--- src/rtl/stream_min_finder.sv ---
// Serial frame minimum finder: consumes N samples over valid/ready, reports min and first position.
// Optional STREAM_MIN_MAX_EN adds the frame maximum (out_max/out_max_idx) tracked in parallel.
module stream_min_finder #(
  parameter  int DW = 8,
  parameter  int N  = 4,
  localparam int IW = $clog2(N)
) (
  input  logic          clk,
  input  logic          rst,
  input  logic          clear,
  input  logic          in_valid,
  output logic          in_ready,
  input  logic [DW-1:0] in_data,
  output logic          out_valid,
  input  logic          out_ready,
  output logic [DW-1:0] out_min,
`ifdef STREAM_MIN_MAX_EN
  output logic [DW-1:0] out_max,
  output logic [IW-1:0] out_max_idx,
`endif
  output logic [IW-1:0] out_idx
);

  typedef enum logic {COLLECT = 1'b0, REPORT = 1'b1} state_t;

  state_t        state_q, state_d;
  logic [IW-1:0] cnt_q, cnt_d;
  logic [DW-1:0] min_q, min_d;
  logic [IW-1:0] idx_q, idx_d;
  logic          accept;
  logic          last;

  // clear has priority over any handshake in the same cycle
  assign accept = in_valid & in_ready & ~clear;
  assign last   = (cnt_q == IW'(N - 1));

  always_ff @(posedge clk or posedge rst) begin
    if (rst) begin
      state_q <= COLLECT;
      cnt_q   <= '0;
      min_q   <= '0;
      idx_q   <= '0;
    end else begin
      state_q <= state_d;
      cnt_q   <= cnt_d;
      min_q   <= min_d;
      idx_q   <= idx_d;
    end
  end

  always_comb begin
    state_d = state_q;
    case (state_q)
      COLLECT: if (accept && last) state_d = REPORT;
      REPORT:  if (clear || out_ready) state_d = COLLECT;
      default: state_d = COLLECT;
    endcase
  end

  always_comb begin
    in_ready  = (state_q == COLLECT);
    out_valid = (state_q == REPORT);
    out_min   = min_q;
    out_idx   = idx_q;
  end

  // The first sample of a frame seeds the running min; strict less-than keeps the earliest tie.
  always_comb begin
    cnt_d = cnt_q;
    min_d = min_q;
    idx_d = idx_q;
    if (clear) begin
      cnt_d = '0;
    end else if (accept) begin
      if (cnt_q == '0 || in_data < min_q) begin
        min_d = in_data;
        idx_d = cnt_q;
      end
      cnt_d = last ? '0 : cnt_q + IW'(1);
    end
  end

`ifdef STREAM_MIN_MAX_EN
  logic [DW-1:0] max_q, max_d;
  logic [IW-1:0] max_idx_q, max_idx_d;

  always_ff @(posedge clk or posedge rst) begin
    if (rst) begin
      max_q     <= '0;
      max_idx_q <= '0;
    end else begin
      max_q     <= max_d;
      max_idx_q <= max_idx_d;
    end
  end

  always_comb begin
    max_d     = max_q;
    max_idx_d = max_idx_q;
    if (accept && (cnt_q == '0 || in_data > max_q)) begin
      max_d     = in_data;
      max_idx_d = cnt_q;
    end
  end

  assign out_max     = max_q;
  assign out_max_idx = max_idx_q;
`endif

endmodule

--- config.mk ---
export PLATFORM = sky130hd
export DESIGN_NAME = stream_min_finder
export DESIGN_NICKNAME = d
export VERILOG_FILES = /design/src/rtl/stream_min_finder.sv
export SDC_FILE = /design/constraint.sdc
export NUM_CORES = 1
export LEC_CHECK = 0
export CORE_ASPECT_RATIO = 0.6
export CORE_MARGIN = 3
export CORE_UTILIZATION = 50
export DETAILED_ROUTE_END_ITERATION = 12
export GPL_TIMING_DRIVEN = 0
export PLACE_DENSITY = 0.76
export SETUP_SLACK_MARGIN = 0.02
export SYNTH_ARGS = -nofsm -noshare
export SYNTH_HDL_FRONTEND = slang
export SYNTH_SLANG_ARGS = --single-unit
--- constraint.sdc ---
create_clock -name clk -period 2.2 [get_ports clk]
set_input_delay 0.44 -clock clk [delete_from_list [all_inputs] [get_ports clk]]
set_output_delay 0.44 -clock clk [all_outputs]
set_load 0.02 [all_outputs]
After elaboration in Yosys (flattened, before gate mapping)
Cells that the tools add are included.

Flip-flop bits (word level): 13. Output and inout port bits: 12. Input port bits: 13. Logic and storage cells: 23.

Reductions and logical operators: 6. $add $sub $neg: 1. Muxes and demuxes: 6. $lt $le $gt $ge: 1. Eq/ne operators: 1. Bitwise gates (word level): 4.

Operators by type and width (count): $lt A8 B8 Y1 (1); $mux W2 (3); $reduce_and A3 Y1 (1); $add A2 B1 Y2 const B (1); $and A1 B1 Y1 (2); $eq A2 B2 Y1 const B (1); $logic_not A2 Y1 (1); $logic_or A1 B1 Y1 (2); $mux W1 (2); $not A1 Y1 (2); $pmux W1 S2 (1); $reduce_bool A2 Y1 (1); $logic_and A1 B1 Y1 (1).

Logic depth before layout (Yosys ltp)
Depth in word-level cells: 6. Mapped depth: 7. Depth with buffers taken out: 6.

Worst setup path before layout
OpenSTA, ideal clock, no wires.

Kind: reg-to-reg. Start point: register min_q[5] (netlist: out_min[5]). End point: register min_q[1] (netlist: out_min[1]). Required time: 2068 ps. Library setup time: 132 ps. Path buffers: 1. Clock period less this slack: 1770 ps. Arrival: 1638 ps. Stages on the path, launching flop included: 8. Slack: 430 ps. Path through: dfrtp_1 inv_1 ha_1 a21o_1 a21o_1 buf_6 a221oi_2 nand3_1.

Longest elaborated chain between the ends: 3.

Ends and longest elaborated chain: start, declared (RTL line 28) `logic [DW-1:0] min_q, min_d;`; start signal, assigned (RTL line 46) `min_q <= min_d;`; $lt A8 B8 Y1 (RTL line 75) `if (cnt_q == '0 || in_data < min_q) begin`; $logic_or A1 B1 Y1 (RTL line 75); $reduce_and A3 Y1 (no line).

Every way passes these cells. A chain may end at the register's enable or synchronous reset.

Worst setup path in the final report
Start point: input in_data[7]. End point: register min_q[4] (netlist: out_min[4]).

Longest elaborated chain between the ends: 3.

Ends and longest elaborated chain: start, declared (RTL line 13) `input logic [DW-1:0] in_data,`; $lt A8 B8 Y1 (RTL line 75); $logic_or A1 B1 Y1 (RTL line 75); $reduce_and A3 Y1 (no line).

Every way passes these cells.

==> results_dict.tcl <==
set metrics [dict create \
    syn-instance-count 126 \
    drive_above_1_share 0.162 \
    crit_buf_inv 1 \
    grt_max_degree 14 \
    critPathKind "input pin to flip-flop" \
    path_clk_slew_ps 60 \
    pin_count 25 \
    overflow 0 \
    layout.nets 177 \
    dpl_worst_slack_ps -78.3 \
    yosysMostFrequentCell "nand3_1" \
    synth_cell_type_count 27 \
    slowest_stage "clkdlybuf4s50_1" \
    drt_wl_total_mm 3.14 \
    p_leak_uw 0.000667 \
    critPathLaunchType "input pin" \
    synth_edf_count 0 \
    htreeDepth 1 \
    num_rows 12 \
    cts_setup_buffers 0 \
    vias 1131 \
    initial_core_util 0.575 \
    cts-resized-gates 0 \
    synthTopCellsByArea "dfrtp_1 (28%), a221oi_2 (13%), ha_1 (9.7%)" \
    min_period_ps 2040 \
    route.detailed.drc 0 \
    synth-async-reset-ratio 1.00 \
    post-route-util 0.739 \
    hold_viol_final 0 \
    die_h_um 43.2 \
    synth_top_cell_by_area "dfrtp_1" \
    yosys.area_share.simple 0.253 \
    routed_via_density 6.21 \
    antenna_found_initial 0 \
    cap_violations 0 \
    syn_avg_cell_area_um2 9.18 \
    path_max_fanout 10 \
    ir_drop_mv 0.641 \
    skew_ps 6.08 \
    synth-seq-cells 13 \
    cp.arrival_ps 2220 \
    synth.top_cells.by_count "nand3_1 (20), nor2_1 (15), dfrtp_1 (13)" \
    synth_xor_area_frac 0 \
    grt_pass1_vias 1141 \
    synth_area_um2 1160 \
    cts_buffers 3 \
    fin_crit_sh 0.925 \
    end_kind "flip-flop" \
    wl_per_cell_um 17.2 \
    synth_adder_area_share 0.0974 \
    slowest_delay_ps 460 \
    syn-num-nets 148 \
    max_freq_ghz 0.491 \
    cp_cell_sequence "clkdlybuf4s50_1 -> ha_1 -> and2_1 -> a21oi_2 -> o2111ai_1 -> nand3_1" \
    fin_hold_ws_ps 523 \
    synth_compound_area_frac 0.288 \
    gr-usage-all-layers 0.240 \
    drt_pre_antenna_iters 4 \
    num_antenna_cells 0 \
    nFillCells 152 \
    ys.flop_type "dfrtp_1" \
    dpl.hpwl_mm 2.32 \
    dieWidth_um 68.1 \
    drt-initial-drc-count 90 \
    slew_viol_final 0 \
    max_slew_margin 0.657 \
    ant_nets 0 \
    rsz0062_at_grt "no" \
    cts_sinks 13 \
    path_delay_family "compound AO/OA/AOI/OAI gates" \
    setup_ws_ps 164 \
    dieArea_um2 2940 \
    io_buffers 24 \
    yosys_warnings 0 \
    hp-class "input pin to async pin" \
    clock_path_buffers 2 \
    design_power_total_uw 1720 \
    cts_tree "yes" \
    tightest_slew_ps 514 \
    synthMuxAreaShare 0 \
    yosysSeqAreaShare 0.281 \
    synth_top_family_by_area "compound AO/OA/AOI/OAI gates" \
    gp_congestion 0.835 \
    rrSetupSlack_ps 390 \
    clk_latency_ps 250 \
    p_per_area_nw_per_um2 1160 \
    synth_top_area_frac 0.281 \
    status "complete, no violations" \
    coreArea_um2 2010 \
    cts-root-buf "clkbuf_8" \
    required_ps 2390 \
    cts_hold_buf 0 \
    grt_pass1_wl_mm 5.18 \
    setup_viol 0 \
    synthToLayoutAreaGrowth_pct 28.7 \
]
==> kinds of logic after synthesis <==
family / count (synthesis)
and+or+nand+nor: 53
AOI/OAI and AO/OA: 32
buffers and inverters: 19
DFF: 13
adders and majority gates: 9
==> metal layers <==
metal  GRT usage  wire length [µm]
met1       0.319              1430
met2       0.368              1440
met3      0.0714               258
met4      0.0751                12
met5           0                 0
==> state kept, by name, summed over array words and instances, names as in the netlist <==
register   flops
cnt_q          2
out_idx        2
out_valid      1
out_min        8
==> cell type report <==
class                   instances  area (µm²)  area share
plain buffers                   8        51.3      0.0345
clock buffers                   4        45.0      0.0303
inverters                      11        41.3      0.0278
multi-input cells              94         749       0.504
flip-flops and latches         13         325       0.219
well taps                      28        35.0      0.0235
repair buffers                 24         240       0.161
==> worst reg2reg max path, stage by stage (launching register included) <==
cell and delay [ps]:
dfrtp_1 380, inv_1 70, ha_1 340, a21o_1 200, a21o_1 190, buf_6 150, a221oi_2 230, nand3_1 120
==> cells in the final DEF, fill, tap and decap left out, types with 2 or more instances in the layout <==
cell / netlist / routed
and3_1: 10 / 10
buf_4: 3 / 3
nor2_1: 15 / 15
dfrtp_1: 13 / 13
nor3b_2: 2 / 2
a21o_1: 3 / 3
o2111ai_1: 10 / 10
clkdlybuf4s50_1: 0 / 24
inv_1: 11 / 11
clkbuf_1: 2 / 3
a21oi_1: 2 / 2
ha_1: 9 / 9
a221oi_2: 10 / 10
nand3_1: 20 / 20
and2b_1: 3 / 3
clkbuf_8: 0 / 3
==> final timing paths <==
kind / from / to / depth (start not counted)
max reg2reg: out_min[5]$_DFFE_PP0P_ / out_min[0]$_DFFE_PP0P_ / 7
min: rst / out_idx[0]$_DFFE_PP0P_ / 2
max: in_data[7] / out_min[4]$_DFFE_PP0P_ / 6
max in group asynchronous: rst / out_min[6]$_DFFE_PP0P_ / 2
min in group clk: out_min[3]$_DFFE_PP0P_ / out_min[3]$_DFFE_PP0P_ / 2
min reg2reg: out_min[3]$_DFFE_PP0P_ / out_min[3]$_DFFE_PP0P_ / 2
==> metrics by stage <==
step / instances / setup TNS (ps) / cell area (µm²)
2_1_floorplan: 126 / 0 / 1160
3_3_place_gp: 178 / -430 / 1430
3_5_place_dp: 178 / -532 / 1430
4_1_cts: 182 / 0 / 1480
5_1_grt: 182 / 0 / 1490
6_report: 182 / 0 / 1490
==> power by group <==
| part | internal, µW | switching, µW | leakage (µW) |
|---|---|---|---|
| Combinational | 467 | 611 | 0.000485 |
| Clock | 128 | 92.8 | 0.0000228 |
| Sequential | 330 | 93.9 | 0.000159 |
| Total | 925 | 798 | 0.000667 |
No activity file was read; power rests on OpenSTA's default activity.
